--- src/rtl/dispensador_ctrl.sv ---
// dispensador_ctrl: turns an accepted sale (product, change count) into a
// timed motor run followed by one eject pulse per returned coin.
//
// state  | meaning
// -------+---------------------------------------------------------------
// REPOSO | idle, waiting for a rising edge of listo
// MOTOR  | motor[prod_reg] on, duration timer running
// PULSO  | expulsar on for one coin, duration timer running
// PAUSA  | gap between coin pulses, all actuators off
// FIN    | one-cycle entregado, then back to REPOSO
module dispensador_ctrl #(
    parameter int T_MOTOR = 50,
    parameter int T_PULSO = 10,
    parameter int T_PAUSA = 5
) (
    input  logic       clk,
    input  logic       rst,
    input  logic [1:0] producto,
    input  logic       listo,
    input  logic [1:0] cambio,
    output logic [3:0] motor,
    output logic       expulsar,
    output logic       ocupado,
    output logic       entregado,
    output logic       perdido
);

    localparam int T_MAX = (T_MOTOR > T_PULSO)
                         ? ((T_MOTOR > T_PAUSA) ? T_MOTOR : T_PAUSA)
                         : ((T_PULSO > T_PAUSA) ? T_PULSO : T_PAUSA);
    localparam int CW = $clog2(T_MAX + 1);

    // Timers count down from T-1 to 0 so a phase lasts exactly T cycles.
    localparam logic [CW-1:0] LD_MOTOR = CW'(T_MOTOR - 1);
    localparam logic [CW-1:0] LD_PULSO = CW'(T_PULSO - 1);
    localparam logic [CW-1:0] LD_PAUSA = CW'(T_PAUSA - 1);

    typedef enum logic [2:0] {
        REPOSO = 3'd0,
        MOTOR  = 3'd1,
        PULSO  = 3'd2,
        PAUSA  = 3'd3,
        FIN    = 3'd4
    } estado_t;

    estado_t       state, state_d;
    logic [CW-1:0] cnt, cnt_d;
    logic [1:0]    prod_reg, prod_d;
    logic [1:0]    cambio_reg, cambio_d;
    logic          listo_q;
    logic          rise;
    logic [3:0]    motor_d;
    logic          expulsar_d;
    logic          ocupado_d;
    logic          entregado_d;
    logic          perdido_d;

    // State, timers, latched request and registered outputs.
    always_ff @(posedge clk or negedge rst) begin
        if (!rst) begin
            state      <= REPOSO;
            cnt        <= '0;
            prod_reg   <= 2'd0;
            cambio_reg <= 2'd0;
            listo_q    <= 1'b0;
            motor      <= 4'd0;
            expulsar   <= 1'b0;
            ocupado    <= 1'b0;
            entregado  <= 1'b0;
            perdido    <= 1'b0;
        end else begin
            state      <= state_d;
            cnt        <= cnt_d;
            prod_reg   <= prod_d;
            cambio_reg <= cambio_d;
            listo_q    <= listo;
            motor      <= motor_d;
            expulsar   <= expulsar_d;
            ocupado    <= ocupado_d;
            entregado  <= entregado_d;
            perdido    <= perdido_d;
        end
    end

    // Next-state logic; outputs are decoded from the next state so that
    // they are registered yet line up with the state they belong to.
    always_comb begin
        state_d  = state;
        cnt_d    = cnt;
        prod_d   = prod_reg;
        cambio_d = cambio_reg;
        rise     = listo && !listo_q;

        case (state)
            REPOSO: begin
                if (rise) begin
                    state_d  = MOTOR;
                    cnt_d    = LD_MOTOR;
                    prod_d   = producto;
                    cambio_d = cambio;
                end
            end
            MOTOR: begin
                if (cnt == '0) begin
                    if (cambio_reg != 2'd0) begin
                        state_d = PULSO;
                        cnt_d   = LD_PULSO;
                    end else begin
                        state_d = FIN;
                    end
                end else begin
                    cnt_d = cnt - CW'(1);
                end
            end
            PULSO: begin
                if (cnt == '0) begin
                    // Coin count only moves when non-zero, so it cannot wrap.
                    if (cambio_reg != 2'd0) begin
                        cambio_d = cambio_reg - 2'd1;
                    end
                    if (cambio_reg <= 2'd1) begin
                        state_d = FIN;
                    end else begin
                        state_d = PAUSA;
                        cnt_d   = LD_PAUSA;
                    end
                end else begin
                    cnt_d = cnt - CW'(1);
                end
            end
            PAUSA: begin
                if (cnt == '0) begin
                    state_d = PULSO;
                    cnt_d   = LD_PULSO;
                end else begin
                    cnt_d = cnt - CW'(1);
                end
            end
            FIN: begin
                state_d = REPOSO;
                cnt_d   = '0;
            end
            default: begin
                state_d = REPOSO;
                cnt_d   = '0;
            end
        endcase

        motor_d     = (state_d == MOTOR) ? (4'b0001 << prod_d) : 4'b0000;
        expulsar_d  = (state_d == PULSO);
        ocupado_d   = (state_d != REPOSO);
        entregado_d = (state_d == FIN);
        // A new edge while a delivery runs (FIN included) is dropped.
        perdido_d   = rise && (state != REPOSO);
    end

endmodule

--- config.mk ---
export PLATFORM = sky130hd
export DESIGN_NAME = dispensador_ctrl
export DESIGN_NICKNAME = d
export VERILOG_FILES = /design/src/rtl/dispensador_ctrl.sv
export SDC_FILE = /design/constraint.sdc
export NUM_CORES = 1
export LEC_CHECK = 0
export CAP_MARGIN = 5
export CORE_ASPECT_RATIO = 1.4
export CORE_MARGIN = 4
export CORE_UTILIZATION = 54
export CTS_BUF_LIST = sky130_fd_sc_hd__clkbuf_16
export DETAILED_ROUTE_END_ITERATION = 10
export PLACE_DENSITY = 0.79
export SYNTH_ARGS = -nofsm -noshare
export SYNTH_HDL_FRONTEND = slang
export SYNTH_SLANG_ARGS = --single-unit
--- constraint.sdc ---
create_clock -name clk -period 2.45 [get_ports clk]
set_input_delay 0.49 -clock clk [delete_from_list [all_inputs] [get_ports clk]]
set_output_delay 0.49 -clock clk [all_outputs]
set_load 0.02 [all_outputs]
=== Word level (Yosys, flattened, before mapping) ===
Cells that the tools add are included.

* Flip-flop bits (word level): 22
* Bits of input ports: 7
* Word-level logic and storage cells: 57

* $add $sub $neg: 2
* Magnitude comparators: 1
* Equality and inequality tests: 11
* Shift-type cells: 1
* Muxes and demuxes: 21
* Reduce and logical (&&, ||, !) cells: 11

{| class="wikitable"
|+ Operators with widths
! cell !! number
|-
| $mux 6 || 6
|-
| $pmux 6 s4 || 1
|-
| $mux 3 || 6
|-
| $pmux 3 s4 || 1
|-
| $mux 2 || 5
|-
| $eq 3x2->1 const B || 3
|-
| $eq 3x1->1 const B || 2
|-
| $logic_not 6->1 || 1
|-
| $ne 2x2->1 const B || 3
|-
| $ne 3x3->1 const B || 2
|-
| $reduce_bool 3->1 || 2
|-
| $sub 6x1->6 const B || 1
|-
| $mux 4 || 1
|-
| $pmux 2 s2 || 1
|-
| $reduce_and 4->1 || 1
|-
| $reduce_bool 2->1 || 2
|-
| $shl 1x2->4 const A || 1
|-
| $eq 3x3->1 const B || 1
|-
| $logic_not 3->1 || 1
|-
| $reduce_and 3->1 || 1
|-
| $le 2x1->1 const B || 1
|-
| $logic_and 1x1->1 || 2
|-
| $sub 2x1->2 const B || 1
|-
| $logic_not 1->1 || 1
|}

=== Logic depth before layout (Yosys ltp) ===
Gate-level depths: netlist (run 1).

* Depth in word-level cells: 6
* Gate-level depth with buffers: 7
* Gate-level depth less buffers: 7

=== Worst setup path before layout (run 1) ===
Ideal clock, no wire load.

* Path kind: reg-to-reg
* From: register cnt[0]
* To: register ocupado
* Library setup time: 0.131 ns
* Arrival: 1.535 ns
* Setup slack: 0.783 ns
* Cell stages (with the launch flop): 7
* Path buffers: 0
* Cells stage by stage: dfrtp_1 inv_1 ha_1 and2b_1 and2_1 a311oi_2 or3_1

* Cells in the longest elaborated chain, start to end: 4

{| class="wikitable"
|+ Ends and longest elaborated chain
! element !! line !! text
|-
| from (decl) || 47 || <nowiki>logic [CW-1:0] cnt, cnt_d;</nowiki>
|-
| from (signal assigned) || 73 || <nowiki>cnt <= cnt_d;</nowiki>
|-
| $logic_not 6->1 (*) || 104, 116, 132 ||
|-
| $mux 3, on equally long branches || 132, 104, 116 ||
|-
| $pmux 3 s4 (*) || 94 || <nowiki>case (state)</nowiki>
|-
| named net state_d[1] || 46 || <nowiki>estado_t state, state_d;</nowiki>
|-
| $reduce_bool 3->1 (*) || 151 || <nowiki>ocupado_d = (state_d != REPOSO);</nowiki>
|-
| named net ocupado_d || 54 || <nowiki>logic ocupado_d;</nowiki>
|-
| to (signal assigned) || 79 || <nowiki>ocupado <= ocupado_d;</nowiki>
|-
| to (decl) || 23 || <nowiki>output logic ocupado,</nowiki>
|}

The timed path passes the listed nets; every way through them passes the cells marked *.
A chain may end at the register's enable or synchronous reset.

=== Final worst setup path (run 1) ===
* From: register cnt[0]
* To: register cnt[2]

* Cells in the longest elaborated chain, start to end: 3

{| class="wikitable"
|+ Ends and longest elaborated chain
! element !! line !! text
|-
| $sub 6x1->6 / $logic_not 6->1 (equally long branches) || n/a ||
|-
| $mux 6, or another cell as far along || 132 || <nowiki>if (cnt == '0) begin</nowiki>
|-
| $pmux 6 s4 / $reduce_and 3->1 (equally long branches) || n/a ||
|}

Parallel ways exist; a longest one is shown, timed or not.

==> results of run 1 <==
## synthesized netlist by cell type (all sizes together), types with 2 or more instances
cell type  number  share of area [%]
o21ai           6                2.7
a211oi          3                2.0
nand2          13                4.4
o22ai           2                1.7
a31oi           2                1.1
xor2            2                1.6
nor3            6                3.1
inv             8                2.7
nand2b          2                1.1
dfrtp          22                 49
or3             2                1.1
nor2           14                5.6
buf             3                3.0
nand3           3                1.3
a21oi           3                1.3
ha              3                3.4
## power breakdown
part | leakage (uW) | switching (uW) | internal (uW)
combinational | 0.000282 | 20.3 | 20.0
sequential | 0.000272 | 1.99 | 370
clock | 0.0000511 | 128 | 324
total | 0.000606 | 151 | 714
## worst min path at each step
stage | endpoint | slack [ns] | cells past startpoint
after floorplan | cambio_reg[0]$_DFFE_PN0P_ | 0.19 | 0
after global placement | prod_reg[1]$_DFF_PN0_ | 0.47 | 2
after detailed placement | prod_reg[1]$_DFF_PN0_ | 0.49 | 2
after CTS | prod_reg[1]$_DFF_PN0_ | 0.51 | 2
after global routing | prod_reg[1]$_DFF_PN0_ | 0.54 | 2
final | prod_reg[1]$_DFF_PN0_ | 0.50 | 2
## area by class of cell
type,count,area (sq um),area share (%)
Sequential cell,22,551,40.3
Multi-Input combinational cell,77,505,37.0
Timing Repair Buffer,15,148,10.8
Clock buffer,3,75.1,5.50
Clock inverter,1,30.0,2.20
Inverter,8,30.0,2.20
Tap cell,21,26.3,1.92
## cell usage in the layout (no fill, tap or decap), types with 3 or more instances in the layout
cell type                         synthesis  routed
sky130_fd_sc_hd__a211oi_1                 3       3
sky130_fd_sc_hd__nand2_1                 13      13
sky130_fd_sc_hd__clkbuf_16                0       3
sky130_fd_sc_hd__inv_1                    7       7
sky130_fd_sc_hd__nand3_1                  3       3
sky130_fd_sc_hd__ha_1                     3       3
sky130_fd_sc_hd__nor3_1                   5       5
sky130_fd_sc_hd__o21ai_1                  4       4
sky130_fd_sc_hd__a21oi_1                  3       3
sky130_fd_sc_hd__nor2_1                  12      12
sky130_fd_sc_hd__dfrtp_1                 22      22
sky130_fd_sc_hd__clkdlybuf4s50_1          0      14
## worst min-delay path, stage by stage, from the launching register on
cell,delay (ns)
sky130_fd_sc_hd__dfrtp_1,0.34
sky130_fd_sc_hd__nand2_1,0.07
sky130_fd_sc_hd__nand2_1,0.06
## cell families (layout without fill, tap and decap cells)
logic type,Yosys count,count (layout)
AO/OA/AOI/OAI,23,23
XOR/XNOR,2,2
adder cells (fa/ha/maj),3,3
buffers and inverters,11,27
flip-flops,22,22
multiplexers,1,1
AND/OR/NAND/NOR,48,48
## metrics by stage
| step | utilization [%] | power (uW) | hold slack [ns] | std cells |
|---|---|---|---|---|
| 4_1_cts | 69.2 | 871 | 0.505 | 147 |
| 3_5_place_dp | 63.9 | 419 | 0.487 | 143 |
| 2_1_floorplan | - | 391 | 0.194 | 110 |
| 3_3_place_gp | 63.9 | 419 | 0.473 | 143 |
| 5_1_grt | 69.2 | 892 | 0.541 | 147 |
| 6_report | 69.2 | 865 | 0.502 | 147 |
## layer usage
metal / track usage (%) / share of wire [%] / vias to the layer above / wire (um)
li1: - / - / 415 / -
met1: 20.8 / 44 / 396 / 940
met2: 30.1 / 50 / 16 / 1050
met3: 2.59 / 3.5 / 5 / 74
met4: 8.54 / 2.1 / 0 / 45
met5: 0 / 0 / - / 0
==> load_flow_metrics.sql, run 1 <==
INSERT INTO impl_metrics (metric_group, metric, value, unit) VALUES
('global_route', 'grt_use_total', '17.5', '%'),
('cts', 'clock_latency', '0.26', 'ns'),
('layout', 'final_nets', '137', ''),
('timing', 'sum_of_negative_setup_slack', '0', 'ns'),
('hold_path', 'worstHoldPathType', 'reg -> reg', ''),
('setup_path', 'critical_path.slowest_cell', 'sky130_fd_sc_hd__o31ai_2', ''),
('synthesis', 'synth.avg_cell_area', '10.2', 'sq um'),
('floorplan', 'die_h', '61.9', 'um'),
('setup_path', 'worstSetupStartpointType', 'flip-flop', ''),
('setup_path', 'crit_fanout', '7', ''),
('setup_path', 'regToRegStartpoint', 'cnt[0]$_DFFE_PN0P_', ''),
('timing', 'setup_viols_final', '0', ''),
('setup_path', 'capture_point_of_the_critical_path', 'cnt[2]$_DFFE_PN0P_', ''),
('detailed_routing', 'routed_via_density', '5.66', ''),
('synthesis', 'async_flop_share', '100', '%'),
('hold_path', 'worst_hold_startpoint', 'prod_reg[1]$_DFF_PN0_', ''),
('layout', 'largest_register_ff_count', '6', ''),
('global_route', 'first_global_vias', '799', ''),
('timing', 'post-route-period-util', '78.8', '%'),
('floorplan', 'initial_cell_density_of_the_core', '56.8', '%'),
('place', 'place_hpwl', '1520', 'um'),
('layout', 'insertedDiodeCount', '0', ''),
('place', 'detailed_place.area', '1260', 'sq um'),
('flow_run', 'maxCapViolCount', '0', ''),
('cts', 'htreeDepth', '1', ''),
('synthesis', 'synth_warnings', '0', ''),
('cts', 'cts-hold-fix-buffers', '0', ''),
('cts', 'ctsLongestPathBuffers', '2', ''),
('setup_path', 'worst-endpoint-arrival', '2.10', 'ns'),
('cts', 'number_of_post_cts_setup_repair_buffers', '0', ''),
('detailed_routing', 'routed-via-count', '832', ''),
('timing', 'final.min_clock_period', '1.93', 'ns'),
('cts', 'post_cts_resize_count', '0', ''),
('cts', 'tritoncts.num_buffers', '3', ''),
('layout', 'largest_registers', 'cnt (6), motor (4), state (3)', ''),
('detailed_routing', 'drt_iter0_drc', '15', ''),
('setup_path', 'reg2reg_to', 'cnt[2]$_DFFE_PN0P_', ''),
('synthesis', 'synthDistinctLibCells', '38', ''),
('synthesis', 'post_synth_fa_ha_maj_area_fraction', '3.35', '%'),
('setup_path', 'setup.reg_to_reg.worst_slack', '0.52', 'ns'),
('setup_path', 'r2r.worst_path.cells', '7', ''),
('power', 'p_per_area', '634', 'nW/um^2'),
('timing', 'finalHoldViolCount', '0', ''),
('synthesis', 'syn-num-nets', '120', ''),
('floorplan', 'core_area', '1970', 'sq um'),
('setup_path', 'timing.critical_path.depth', '7', ''),
('synthesis', 'synth_xor_area_share', '1.56', '%'),
('detailed_routing', 'routed_wire_length_per_instance', '14.4', 'um'),
('setup_path', 'timing.setup.critical_path_class', 'reg -> reg', ''),
('synthesis', 'synth-seq-cells', '22', ''),
('run_status', 'outcome', 'complete, no violations', ''),
('synthesis', 'post_synth_inst_count', '110', ''),
('synthesis', 'synth.mux.area_fraction', '0.894', '%'),
('global_route', 'overflow', '0', ''),
('place', 'pre_cts_ws', '0.289', 'ns'),
('synthesis', 'synth_area_in_compound_gates', '16.9', '%'),
('layout', 'fill_cell_total_of_the_finished_layout', '152', ''),
('synthesis', 'synth_area', '1120', 'sq um'),
('global_route', 'number_of_antenna_violations_at_the_first_check_in_global_routing', '0', ''),
('setup_path', 'timing.critical_path.buf_inv', '1', ''),
('synthesis', 'synth.yosys.seq_area_share', '49.2', '%'),
('synthesis', 'synthSimpleGateAreaFrac', '22.5', '%'),
('setup_path', 'path_cells', 'inv_1, ha_1, and2b_1, nand2_1, o31ai_2, o21ai_0, o21ai_0', ''),
('global_route', 'grt_pass1_wl', '3600', 'um'),
('cts', 'cts_tree', 'done', ''),
('setup_path', 'cp_top_family', 'compound AO/OA/AOI/OAI gates', ''),
('floorplan', 'floorplan.io_pins', '15', ''),
('timing', 'clock_skew', '0.00404', 'ns'),
('detailed_routing', 'route.final.wire_length', '2110', 'um'),
('setup_path', 'required_time_of_the_critical_path', '2.62', 'ns'),
('cts', 'cts.clk_slew.worst_paths', '0.06', 'ns');
Power figures use the tool's default switching activity.
==> run 2: changes to the inputs <==
--- a/config.mk
+++ b/config.mk
@@ -8,10 +8,10 @@
 export CAP_MARGIN = 5
 export CORE_ASPECT_RATIO = 1.4
 export CORE_MARGIN = 4
-export CORE_UTILIZATION = 54
+export CORE_UTILIZATION = 53
 export CTS_BUF_LIST = sky130_fd_sc_hd__clkbuf_16
 export DETAILED_ROUTE_END_ITERATION = 10
-export PLACE_DENSITY = 0.79
+export PLACE_DENSITY = 0.77
 export SYNTH_ARGS = -nofsm -noshare
 export SYNTH_HDL_FRONTEND = slang
 export SYNTH_SLANG_ARGS = --single-unit
==> constraint.sdc (replaced) <==
create_clock -name clk -period 1.9 [get_ports clk]
set_input_delay 0.38 -clock clk [delete_from_list [all_inputs] [get_ports clk]]
set_output_delay 0.38 -clock clk [all_outputs]
set_load 0.02 [all_outputs]
==> run 2 against run 1 <==
Against the previous run:
- final area is 4.1% higher
- global-route usage is 0.11 points lower
- clock power is 2% lower
- hold slack worse by 0.032 ns
- final cell count is 6.1% higher
- die area is 1.6% higher
- first-iteration DRC count grew to 2.7 times the previous value
- critical endpoint is now cnt[0]$_DFFE_PN0P_
- largest cell class unchanged
- highest routed layer unchanged
==> load_flow_metrics.sql, run 2 (synthesized netlist as in run 1, its figures left out) <==
INSERT INTO impl_metrics (metric_group, metric, value, unit) VALUES
('detailed_routing', 'detail_route.drc_violations', '0', ''),
('layout', 'top_register', 'cnt', ''),
('global_route', 'overflow', '0', ''),
('hold_path', 'worstHoldPathType', 'in -> async', ''),
('floorplan', 'initial_cell_density_of_the_core', '56.1', '%'),
('place', 'pre_cts_ws', '-0.0520', 'ns'),
('detailed_routing', 'firstDrtPassIters', '4', ''),
('setup_path', 'regToRegStartpoint', 'cnt[0]$_DFFE_PN0P_', ''),
('global_route', 'number_of_antenna_violations_at_the_first_check_in_global_routing', '0', ''),
('detailed_routing', 'routed-via-count', '894', ''),
('cts', 'cts-hold-fix-buffers', '0', ''),
('layout', 'fill_cell_total_of_the_finished_layout', '149', ''),
('floorplan', 'core_area', '2000', 'sq um'),
('cts', 'htreeDepth', '1', ''),
('place', 'port_buffers', '14', ''),
('global_route', 'grt_pass1_wl', '3680', 'um'),
('cts', 'cts.clk_slew.worst_paths', '0.06', 'ns'),
('layout', 'mostFrequentLayoutCells', 'sky130_fd_sc_hd__dfrtp_1, sky130_fd_sc_hd__clkdlybuf4s50_1, sky130_fd_sc_hd__nor2_1, sky130_fd_sc_hd__nand2_1, sky130_fd_sc_hd__buf_4', ''),
('layout', 'largest_registers', 'cnt (6), motor (4), state (3)', ''),
('power', 'pint', '784', 'uW'),
('detailed_routing', 'routed_via_density', '5.73', ''),
('power', 'vdd_ir_drop_max', '0.573', 'mV'),
('timing', 'layout_setup_ws', '0.0713', 'ns'),
('power', 'power.share.combinational', '5.3', '%'),
('detailed_routing', 'route.antenna.remaining_nets', '0', ''),
('layout', 'largest_register_ff_count', '6', ''),
('layout', 'multiInputGateArea', '520', 'sq um'),
('detailed_routing', 'drt_iter0_drc', '41', ''),
('global_route', 'grt_start_max_net_pins', '23', ''),
('timing', 'final.min_clock_period', '1.83', 'ns'),
('setup_path', 'crit_fanout', '7', ''),
('power', 'power_switching', '191', 'uW'),
('place', 'detailed_place.area', '1330', 'sq um'),
('timing', 'unrepaired_setup_endpoints_after_global_routing', 'false', ''),
('cts', 'cts_tree', 'done', ''),
('layout', 'seq_area', '551', 'sq um'),
('place', 'routabilityCongestion', '0.818', ''),
('cts', 'cts_root_buf', 'sky130_fd_sc_hd__clkbuf_16', ''),
('cts', 'tritoncts.num_buffers', '3', ''),
('timing', 'post-route-period-util', '96.2', '%'),
('setup_path', 'worstSetupStartpointType', 'flip-flop', ''),
('floorplan', 'die_h', '62.4', 'um'),
('detailed_routing', 'routed_wire_length_per_instance', '14.4', 'um'),
('setup_path', 'worst-endpoint-arrival', '2.01', 'ns'),
('floorplan', 'floorplan.io_pins', '15', ''),
('timing', 'setup_viols_final', '0', ''),
('power', 'p_per_area', '686', 'nW/um^2'),
('global_route', 'first_global_vias', '850', ''),
('timing', 'slew_viol_final', '0', ''),
('layout', 'insertedDiodeCount', '0', ''),
('timing', 'fmax', '547', 'MHz'),
('power', 'share_seq_of_total_power', '49.2', '%'),
('setup_path', 'critical_path.endpoint_type', 'flip-flop', ''),
('timing', 'slew_headroom', '69.1', '%'),
('cts', 'number_of_post_cts_setup_repair_buffers', '0', ''),
('cts', 'clock_sinks', '22', ''),
('floorplan', 'placement_rows', '19', ''),
('setup_path', 'timing.setup.critical_path_class', 'reg -> reg', ''),
('timing', 'worst_pin_slew', '0.464', 'ns'),
('layout', 'final_common_cell', 'sky130_fd_sc_hd__dfrtp_1', ''),
('layout', 'layout_cells_sized_above_1', '18.5', '%'),
('setup_path', 'setup.worst_path.start', 'cnt[0]$_DFFE_PN0P_', ''),
('global_route', 'grt_use_total', '17.4', '%'),
('floorplan', 'dieArea', '2920', 'sq um'),
('layout', 'area.growth.synth_to_final', '26.9', '%'),
('cts', 'ctsLongestPathBuffers', '2', ''),
('floorplan', 'die_w', '46.9', 'um'),
('layout', 'final_nets', '146', ''),
('power', 'switching_share', '19.6', '%'),
('cts', 'clock_latency', '0.26', 'ns'),
('detailed_routing', 'route.final.wire_length', '2240', 'um'),
('flow_run', 'maxCapViolCount', '0', ''),
('timing', 'clock_skew', '0.00253', 'ns'),
('layout', 'fin_area', '1420', 'sq um'),
('power', 'p_total', '975', 'uW'),
('run_status', 'outcome', 'complete, no violations', ''),
('setup_path', 'required_time_of_the_critical_path', '2.08', 'ns'),
('place', 'place_hpwl', '1720', 'um'),
('layout', 'post-route-util', '71.2', '%'),
('cts', 'post_cts_resize_count', '0', ''),
('power', 'clock_power_share', '45.4', '%'),
('timing', 'finalHoldViolCount', '0', ''),
('power', 'power.leakage', '0.000646', 'uW');
==> run 2: metal layers <==
metal	wire length, um	up-vias	track usage (%)
met5	0	-	0
met4	74	0	12.1
met3	84	7	2.59
met2	1180	24	28.1
met1	901	431	19.5
li1	-	432	-
==> run 2: path summary, 6_finish.rpt <==
path / endpoint / depth (start not counted) / slack, ns
max reg2reg: cnt[0]$_DFFE_PN0P_ / 7 / 0.07
min reg2reg: prod_reg[1]$_DFF_PN0_ / 2 / 0.49
min in group clk: prod_reg[1]$_DFF_PN0_ / 2 / 0.49
min: expulsar$_DFF_PN0_ / 2 / 0.47
max: cnt[0]$_DFFE_PN0P_ / 7 / 0.07
max in group asynchronous: cnt[1]$_DFFE_PN0P_ / 2 / 1.22
==> run 2: metrics by stage <==
| step | hold WS [ns] | instances | TNS [ns] |
|---|---|---|---|
| floorplan | 0.0844 | 110 | 0 |
| global placement | 0.472 | 152 | 0 |
| detailed placement | 0.486 | 152 | -0.132 |
| CTS | 0.485 | 156 | 0 |
| global route | 0.496 | 156 | 0 |
| finish | 0.471 | 156 | 0 |
==> run 2: critical path, cell delays in order, from the launching register on <==
cell	delay, ns
sky130_fd_sc_hd__dfrtp_1	0.36
sky130_fd_sc_hd__inv_1	0.07
sky130_fd_sc_hd__ha_1	0.21
sky130_fd_sc_hd__and2b_1	0.23
sky130_fd_sc_hd__and2_2	0.25
sky130_fd_sc_hd__a311oi_4	0.35
sky130_fd_sc_hd__nor2_2	0.12
sky130_fd_sc_hd__o21ai_1	0.16
==> run 2: cell type report <==
type / instances / share of cell area (%)
multi-input combinational: 77 / 36.6
sequential: 22 / 38.7
clock inverter: 1 / 0.264
tap: 21 / 1.85
inverter: 8 / 2.11
clock buffer: 3 / 5.28
timing repair buffer: 24 / 15.1
==> run 2: power by group through the flow <==
stage / Combinational, uW / Sequential (uW) / Clock (uW)
after global routing: 57.1 / 481 / 470
final: 52.2 / 480 / 443
after floorplan: 9.13 / 495 / 0
after CTS: 53.3 / 480 / 450
after global placement: 52.1 / 488 / 0
after detailed placement: 53.2 / 489 / 0
==> run 3: changes to the inputs <==
--- a/config.mk
+++ b/config.mk
@@ -11,7 +11,10 @@
 export CORE_UTILIZATION = 53
 export CTS_BUF_LIST = sky130_fd_sc_hd__clkbuf_16
 export DETAILED_ROUTE_END_ITERATION = 10
+export GPL_ROUTABILITY_DRIVEN = 0
+export HOLD_SLACK_MARGIN = 0.06
 export PLACE_DENSITY = 0.77
+export SETUP_SLACK_MARGIN = 0.15
 export SYNTH_ARGS = -nofsm -noshare
 export SYNTH_HDL_FRONTEND = slang
 export SYNTH_SLANG_ARGS = --single-unit
==> run 3 against run 2 <==
Against the previous run:
- core utilization increased by 5.5 points
- first-iteration DRC count unchanged
- largest cell class is now multi-input gates
- via count increased by 5.3%
- setup slack improved by 0.087 ns
- non-clock buffer count increased by 6
==> load_flow_metrics.sql, run 3 (synthesized netlist as in run 1, its figures left out) <==
INSERT INTO impl_metrics (metric_group, metric, value, unit) VALUES
('run_status', 'outcome', 'complete, no violations', ''),
('timing', 'unrepaired_setup_endpoints_after_global_routing', 'true', ''),
('detailed_routing', 'routed_wire_length_per_instance', '15.9', 'um'),
('power', 'share_seq_of_total_power', '49.1', '%'),
('global_route', 'overflow', '0', ''),
('layout', 'insertedDiodeCount', '0', ''),
('global_route', 'first_global_vias', '890', ''),
('place', 'detailed_place.area', '1330', 'sq um'),
('detailed_routing', 'route.antenna.remaining_nets', '0', ''),
('cts', 'htreeDepth', '1', ''),
('power', 'p_total', '980', 'uW'),
('floorplan', 'die_h', '62.4', 'um'),
('setup_path', 'r2r.worst_path.cells', '8', ''),
('power', 'power_switching', '195', 'uW'),
('power', 'vdd_ir_drop_max', '0.574', 'mV'),
('setup_path', 'required_time_of_the_critical_path', '2.03', 'ns'),
('power', 'switching_share', '19.9', '%'),
('layout', 'final_common_cell', 'sky130_fd_sc_hd__dfrtp_1', ''),
('cts', 'clock_latency', '0.26', 'ns'),
('layout', 'top_register', 'cnt', ''),
('place', 'port_buffers', '14', ''),
('layout', 'layoutNonFillerInstCount', '162', ''),
('setup_path', 'setup.worst_path.start', 'cambio_reg[0]$_DFFE_PN0P_', ''),
('cts', 'ctsLongestPathBuffers', '2', ''),
('global_route', 'number_of_antenna_violations_at_the_first_check_in_global_routing', '0', ''),
('detailed_routing', 'routed_via_density', '5.81', ''),
('cts', 'tritoncts.num_buffers', '3', ''),
('timing', 'clock_skew', '0.00236', 'ns'),
('global_route', 'grt_use_total', '18.3', '%'),
('timing', 'setup_viols_final', '0', ''),
('layout', 'layout_cells_sized_above_1', '28.4', '%'),
('cts', 'cts_root_buf', 'sky130_fd_sc_hd__clkbuf_16', ''),
('detailed_routing', 'firstDrtPassIters', '4', ''),
('floorplan', 'floorplan.io_pins', '15', ''),
('timing', 'final.min_clock_period', '1.74', 'ns'),
('floorplan', 'dieArea', '2920', 'sq um'),
('floorplan', 'placement_rows', '19', ''),
('power', 'power.share.combinational', '5.5', '%'),
('power', 'power.leakage', '0.000685', 'uW'),
('timing', 'fmax', '574', 'MHz'),
('power', 'pint', '785', 'uW'),
('hold_path', 'worstHoldPathType', 'in -> reg', ''),
('timing', 'sum_of_negative_setup_slack', '0', 'ns'),
('layout', 'fin_area', '1530', 'sq um'),
('timing', 'slew_headroom', '76.1', '%'),
('setup_path', 'critical_path.endpoint_type', 'flip-flop', ''),
('cts', 'clock_sinks', '22', ''),
('global_route', 'grt_pass1_wl', '3880', 'um'),
('detailed_routing', 'routed-via-count', '941', ''),
('floorplan', 'initial_cell_density_of_the_core', '56.1', '%'),
('setup_path', 'worstSetupStartpointType', 'flip-flop', ''),
('layout', 'area.growth.synth_to_final', '36.6', '%'),
('flow_run', 'maxCapViolCount', '0', ''),
('timing', 'post-route-period-util', '91.7', '%'),
('timing', 'worst_pin_slew', '0.355', 'ns'),
('global_route', 'grt_start_max_net_pins', '23', ''),
('hold_path', 'worst_hold_startpoint', 'listo', ''),
('layout', 'final_nets', '152', ''),
('layout', 'largest_register_ff_count', '6', ''),
('power', 'p_per_area', '640', 'nW/um^2'),
('timing', 'finalHoldViolCount', '0', ''),
('layout', 'mostFrequentLayoutCells', 'sky130_fd_sc_hd__dfrtp_1, sky130_fd_sc_hd__buf_4, sky130_fd_sc_hd__clkdlybuf4s50_1', ''),
('floorplan', 'die_w', '46.9', 'um'),
('place', 'place_hpwl', '1720', 'um'),
('setup_path', 'timing.setup.critical_path_class', 'reg -> reg', ''),
('floorplan', 'core_area', '2000', 'sq um'),
('timing', 'worst_hold_check_slack', '0.316', 'ns'),
('timing', 'slew_viol_final', '0', ''),
('cts', 'cts_tree', 'done', ''),
('setup_path', 'crit_fanout', '6', ''),
('place', 'place.detailed.instances', '152', ''),
('setup_path', 'worst-endpoint-arrival', '1.88', 'ns'),
('layout', 'largest_registers', 'cnt (6), motor (4), state (3)', ''),
('power', 'clock_power_share', '45.4', '%'),
('hold_path', 'hold_path_depth', '1', ''),
('cts', 'cts.clk_slew.worst_paths', '0.06', 'ns'),
('detailed_routing', 'drt_iter0_drc', '41', ''),
('detailed_routing', 'route.final.wire_length', '2580', 'um'),
('detailed_routing', 'detail_route.drc_violations', '0', ''),
('setup_path', 'regToRegStartpoint', 'cambio_reg[0]$_DFFE_PN0P_', '');
-- run 3: metal layers --
metal / part of all wire [%] / vias to the layer above / global-route usage [%]
li1: - / 445 / -
met1: 38 / 450 / 19.7
met3: 4.0 / 7 / 2.59
met2: 55 / 39 / 30.6
met4: 2.8 / 0 / 12.5
met5: 0 / - / 0
-- run 3: power groups by stage --
stage	Clock [uW]	Combinational (uW)	Sequential (uW)
finish	445	54.0	481
global route	470	59.0	482
CTS	450	53.3	480
detailed placement	0	53.2	489
global placement	0	52.1	488
floorplan	0	9.13	495
-- run 3: area by class of cell --
class                           instances  area [sq um]
Sequential cell                        22           551
Clock inverter                          1          3.75
Fill cell                             129           467
Tap cell                               21          26.3
Multi-Input combinational cell         77           582
Timing Repair Buffer                   30           263
Clock buffer                            3          75.1
Inverter                                8          30.0
-- run 3: final timing paths --
kind	to	slack [ns]
min in group asynchronous	expulsar$_DFF_PN0_	0.47
max reg2reg	cnt[2]$_DFFE_PN0P_	0.16
min reg2reg	cnt[1]$_DFFE_PN0P_	0.52
max in group asynchronous	cnt[1]$_DFFE_PN0P_	1.21
max	cnt[2]$_DFFE_PN0P_	0.16
min	listo_q$_DFF_PN0_	0.32
-- run 3: per-stage QoR --
| step | setup WS [ns] | util [%] |
|---|---|---|
| after floorplan | 0.233 | - |
| after global placement | 0.0559 | 66.5 |
| final | 0.158 | 76.6 |
| after detailed placement | -0.0520 | 66.5 |
| after CTS | 0.151 | 72.4 |
| after global routing | 0.0827 | 76.6 |
-- run 3: critical path: stages, from the launching register on --
cell	delay (ns)
sky130_fd_sc_hd__dfrtp_1	0.38
sky130_fd_sc_hd__inv_1	0.06
sky130_fd_sc_hd__ha_1	0.22
sky130_fd_sc_hd__and3b_2	0.25
sky130_fd_sc_hd__a31oi_4	0.18
sky130_fd_sc_hd__o31ai_2	0.07
sky130_fd_sc_hd__buf_4	0.16
sky130_fd_sc_hd__o21ai_0	0.19
sky130_fd_sc_hd__o21ai_1	0.10
-- run 3: repair_timing --
action / CTS / global route
hold buffers: 0 / 0
buffers inserted: 1 / 5
pin swaps: 2 / 3
hold endpoints to repair: 0 / 0
gates resized for setup: 7 / 11
endpoints found under the setup margin: 8 / 14
